<file path="config.mk">
export PLATFORM = sky130hd
export DESIGN_NAME = vc_stream_demux4
export DESIGN_NICKNAME = d
export VERILOG_FILES = /design/src/rtl/vc_stream_demux4.sv
export SDC_FILE = /design/constraint.sdc
export NUM_CORES = 1
export LEC_CHECK = 0
export ABC_AREA = 1
export BUFFER_PORTS_ARGS = -buffer_cell sky130_fd_sc_hd__buf_2
export CAP_MARGIN = 40
export CELL_PAD_IN_SITES_DETAIL_PLACEMENT = 2
export CELL_PAD_IN_SITES_GLOBAL_PLACEMENT = 2
export CORE_UTILIZATION = 39
export DETAILED_ROUTE_END_ITERATION = 8
export PLACE_DENSITY = 0.86
export SLEW_MARGIN = 20
export SYNTH_ARGS = -nofsm -noshare
export SYNTH_HDL_FRONTEND = slang
export SYNTH_SLANG_ARGS = --single-unit
</file>
<file path="constraint.sdc">
create_clock -name clk -period 3.6 [get_ports clk]
set_input_delay 0 -clock clk [delete_from_list [all_inputs] [get_ports clk]]
set_output_delay 0 -clock clk [all_outputs]
set_load 0.05 [all_outputs]
</file>
<file path="src/rtl/vc_stream_demux4.sv">
`default_nettype none
// ============================================================================
// Module   : vc_stream_demux4
// Summary  : Four-way valid/ready stream demultiplexer with a 2-entry FIFO
//            per output lane. Optional zero-latency pass-through for an
//            empty lane is enabled by defining VC_STREAM_DEMUX4_BYPASS_EN.
// Revision : 1.0 - initial release
// ============================================================================
module vc_stream_demux4 #(
    parameter int W = 32
) (
    input  logic           clk,
    input  logic           reset,
    input  logic           in_val,
    output logic           in_rdy,
    input  logic [1:0]     in_sel,
    input  logic [W-1:0]   in_msg,
    output logic [3:0]     out_val,
    input  logic [3:0]     out_rdy,
    output logic [4*W-1:0] out_msg
);

    localparam int c_NUM_LANES = 4;

    logic [1:0] w_count [c_NUM_LANES];

    // Readiness looks only at the registered count of the selected lane, so
    // a full lane refuses input even in a cycle where it is draining.
    assign in_rdy = (w_count[in_sel] != 2'd2);

    generate
        for (genvar k = 0; k < c_NUM_LANES; k++) begin : g_lane
            logic [1:0]   r_count;
            logic         r_wptr;
            logic         r_rptr;
            logic [W-1:0] r_mem [2];
            logic         w_sel_hit;
            logic         w_bypass;
            logic         w_enq;
            logic         w_deq;

            assign w_sel_hit = in_val && (in_sel == 2'(k));

`ifdef VC_STREAM_DEMUX4_BYPASS_EN
            assign w_bypass = w_sel_hit && (r_count == 2'd0) && out_rdy[k];
`else
            assign w_bypass = 1'b0;
`endif

            // A bypassed message goes straight to the consumer and is never stored.
            assign w_enq = w_sel_hit && in_rdy && !w_bypass;
            assign w_deq = (r_count != 2'd0) && out_rdy[k];

            always_ff @(posedge clk or posedge reset) begin
                if (reset) begin
                    r_count <= 2'd0;
                    r_wptr  <= 1'b0;
                    r_rptr  <= 1'b0;
                end else begin
                    if (w_enq) begin
                        r_wptr <= ~r_wptr;
                    end
                    if (w_deq) begin
                        r_rptr <= ~r_rptr;
                    end
                    case ({w_enq, w_deq})
                        2'b10:   r_count <= r_count + 2'd1;
                        2'b01:   r_count <= r_count - 2'd1;
                        default: r_count <= r_count;
                    endcase
                end
            end

            // Payload storage carries no reset; validity is tracked by r_count.
            always_ff @(posedge clk) begin
                if (w_enq) begin
                    r_mem[r_wptr] <= in_msg;
                end
            end

            assign w_count[k]        = r_count;
            assign out_val[k]        = (r_count != 2'd0) || w_bypass;
            assign out_msg[k*W +: W] = w_bypass ? in_msg : r_mem[r_rptr];
        end
    endgenerate

endmodule
`default_nettype wire

</file>
==> results.toml <==
[status]
status = "complete, no violations"

[detailed_routing]
drt_iter0_drc = 425
dr.pass1.iters = 5
routed_wl_mm = 34.0
viasPerCell = 5.12
vias = 6637
drt-wirelength-per-cell_um = 26.2
drtAntennaViolNets = 0
drc = 0

[placed_design]
place_ws_ns = 1.29
dpl.hpwl_mm = 20.4
place_inst = 1194
port_buffers = 173
place.gp.congestion = 0.718
placed_area_um2 = 11500

[floorplan]
core_um2 = 25300
io_pins = 174
start_util = 0.400
design.die.area_um2 = 26600
dieWidth_um = 163
rows = 58
die_y_um = 163

[synthesis]
synth_compound_area_frac = 0.00395
synth_common_cells = "nand2_1 (311), edfxtp_1 (256), mux2_2 (32)"
synth-xor-area-share = 0.0104
synth.area.mux_share = 0.0356
yosysTopAreaCellShare = 0.759
synth_most_common_cell = "nand2_1"
avgSynthCellArea_um2 = 14.3
ys_ff_latch = 272
synth.cell_area_um2 = 10100
yosysWarnings = 0
ys_async_sr_fraction = 0.0588
synthCells = 710
synth_fa_ha_area_frac = 0.00494
synth_nets = 755
synth_top_family_by_area = "simple AND/OR/NAND/NOR gates"
synth_area_leaders = "edfxtp_1 (76%), nand2_1 (12%), dfrtp_1 (4.0%), mux2_2 (3.6%), clkbuf_1 (0.82%)"
yosysTopAreaCell = "edfxtp_1"
yosysSeqAreaShare = 0.799
synth_cell_type_count = 21
synth_edf_count = 256
synth-simple-area-share = 0.129
synthFlopType = "edfxtp_1"

[flow_run]
maxCapViolations = 0

[grt]
grt-ovfl-total = 0
grt_pass1_vias = 7461
grt_pass1_wl_mm = 48.9
grt_max_degree = 34
antenna_found_initial = 3
grt_use_total = 0.259

[pwr]
p_per_area_nw_per_um2 = 911
power.leakage_nw = 5.24
switching_share = 0.447
netSwitchingPower_w = 0.00527
p_int_w = 0.00653
power_frac_clock = 0.264
comb_power_share = 0.382
seqPwrFrac = 0.354
ir_worst_vdd_mv = 0.590

[cells_and_area]
postLayoutCellArea_um2 = 13000
final_nets = 987
area_delta_synth_final_pct = 27.9
layout.cells.non_filler = 1297
drive_gt1_frac = 0.301

[timing]
slew_violations = 0
finalWorstSetupSlack_ns = 0.964
fin_crit_sh = 0.732
fin_crit_ns = 2.64
max_freq_ghz = 0.379
skew_ns = 0.0172
worst_pin_slew_ns = 0.815
hold_slack_ns = 0.150
hold_violations = 0
setup-tns-final_ns = 0
setup_viol_count_final = 0
rsz0062_at_grt = "false"
relSlewSlack = 0.457

[clock_network]
cts_inserted_buffers = 30
worstSkewPairLatency_ns = 0.56
cts_num_sinks = 272
cts_max_level = 1
ctsRootBufferMaster = "clkbuf_16"
ctsLongestPathBuffers = 3
cts_tree = "built"
postCtsSetupRepairBufs = 0
clk_pin_slew_ns = 0.07
ctsResizeCount = 0

[critical_path]
criticalPathCategory = "register to output port"
cp_max_fo = 33
required_ns = 3.60
worstSetupEndpointType = "output port"
cp_data_arrival_time_ns = 2.64
crit_path_start_kind = "register"

[min_path]
hold_path_class = "input pin to asynchronous set/reset pin"
## power groups by stage
stage / Sequential, W / Combinational [W] / Clock (W)
after floorplan: 0.00390 / 0.00335 / 0
after detailed placement: 0.00423 / 0.00438 / 0
after CTS: 0.00418 / 0.00449 / 0.00315
after global routing: 0.00421 / 0.00472 / 0.00326
final: 0.00417 / 0.00451 / 0.00312
after global placement: 0.00422 / 0.00414 / 0
## logic make-up after synthesis
| logic type | after synthesis |
|---|---|
| compound gates | 8 |
| xor+xnor | 12 |
| fa+ha+maj | 4 |
| buf+inv | 45 |
| flops | 272 |
| mux | 32 |
| simple gates | 337 |
## worst paths after layout
kind / depth (start not counted) / slack (ns) / from / to
max in group asynchronous: 3 / 2.90 / reset / g_lane[3].r_rptr
min reg2reg: 2 / 0.50 / g_lane[3].r_wptr / g_lane[3].r_wptr
max: 4 / 0.96 / g_lane[3].r_rptr / out_msg[115]
min: 3 / 0.15 / reset / g_lane[2].r_wptr
min in group clk: 2 / 0.28 / in_msg[14] / g_lane[1].r_mem[1][14]
max reg2reg: 8 / 1.31 / g_lane[0].r_count[1] / g_lane[0].r_mem[1][8]
## flip-flops by register name, summed over array words and instances (netlist names)
| register | flops |
|---|---|
| g_lane.r_count | 8 |
| g_lane.r_mem | 256 |
| g_lane.r_rptr | 4 |
| g_lane.r_wptr | 4 |
## cells in the final DEF (no fill, tap or decap)
| cell type | Yosys | layout |
|---|---|---|
| clkbuf_1 | 22 | 5 |
| dfrtp_1 | 16 | 12 |
| buf_4 | 0 | 2 |
| ha_1 | 4 | 4 |
| or2_2 | 4 | 4 |
| nand2_1 | 311 | 311 |
| nand2_2 | 4 | 4 |
| nand3_1 | 8 | 8 |
| clkinv_2 | 0 | 8 |
| clkbuf_16 | 0 | 30 |
| dlygate4sd3_1 | 0 | 42 |
| bufinv_16 | 0 | 1 |
| nor3_1 | 4 | 4 |
| xnor2_1 | 8 | 8 |
| dfrtp_2 | 0 | 4 |
| inv_2 | 1 | 8 |
| mux2_2 | 32 | 32 |
| inv_8 | 0 | 1 |
| clkinv_8 | 0 | 1 |
| buf_2 | 3 | 173 |
| clkbuf_8 | 0 | 8 |
| buf_12 | 0 | 5 |
| nor2_2 | 1 | 1 |
| edfxtp_1 | 256 | 256 |
| nand2_4 | 1 | 1 |
| diode_2 | 0 | 1 |
| buf_16 | 0 | 3 |
| nor2_4 | 0 | 4 |
| a21oi_1 | 4 | 4 |
| clkinv_1 | 3 | 1 |
| clkinvlp_4 | 0 | 1 |
| xor2_1 | 4 | 4 |
| o21ai_0 | 4 | 4 |
| inv_1 | 16 | 12 |
## metal layers
metal  GRT usage  part of all wire
met1       0.310              0.40
met2       0.478              0.54
met3      0.0399             0.042
met4      0.0726             0.023
met5           0           0.00079
## repair_timing
action / in CTS / in global routing
setup endpoints to repair: 0 / 0
hold buffers: 42 / 0
hold endpoints to repair: 281 / 0
## final cells by class
type | count | area (µm²)
clock buffers | 43 | 880
inverters | 20 | 75.1
well taps | 330 | 413
flip-flops and latches | 272 | 8090
multi-input cells | 393 | 1900
repair buffers | 225 | 1480
fillers | 2413 | 12400
clock inverters | 13 | 109
diodes | 1 | 2.50
## worst max-delay path: stages (launching register included)
cell     delay (ns)
dfrtp_2        0.69
inv_2          0.72
nand2_1        0.15
nand2_1        0.18
buf_2          0.30
## per-stage QoR
stage	total power [W]	utilization
final	0.0118	0.511
after global routing	0.0122	0.511
after CTS	0.0118	0.508
after detailed placement	0.00861	0.452
after global placement	0.00836	0.448
after floorplan	0.00725	-
Power figures use the tool's default switching activity.
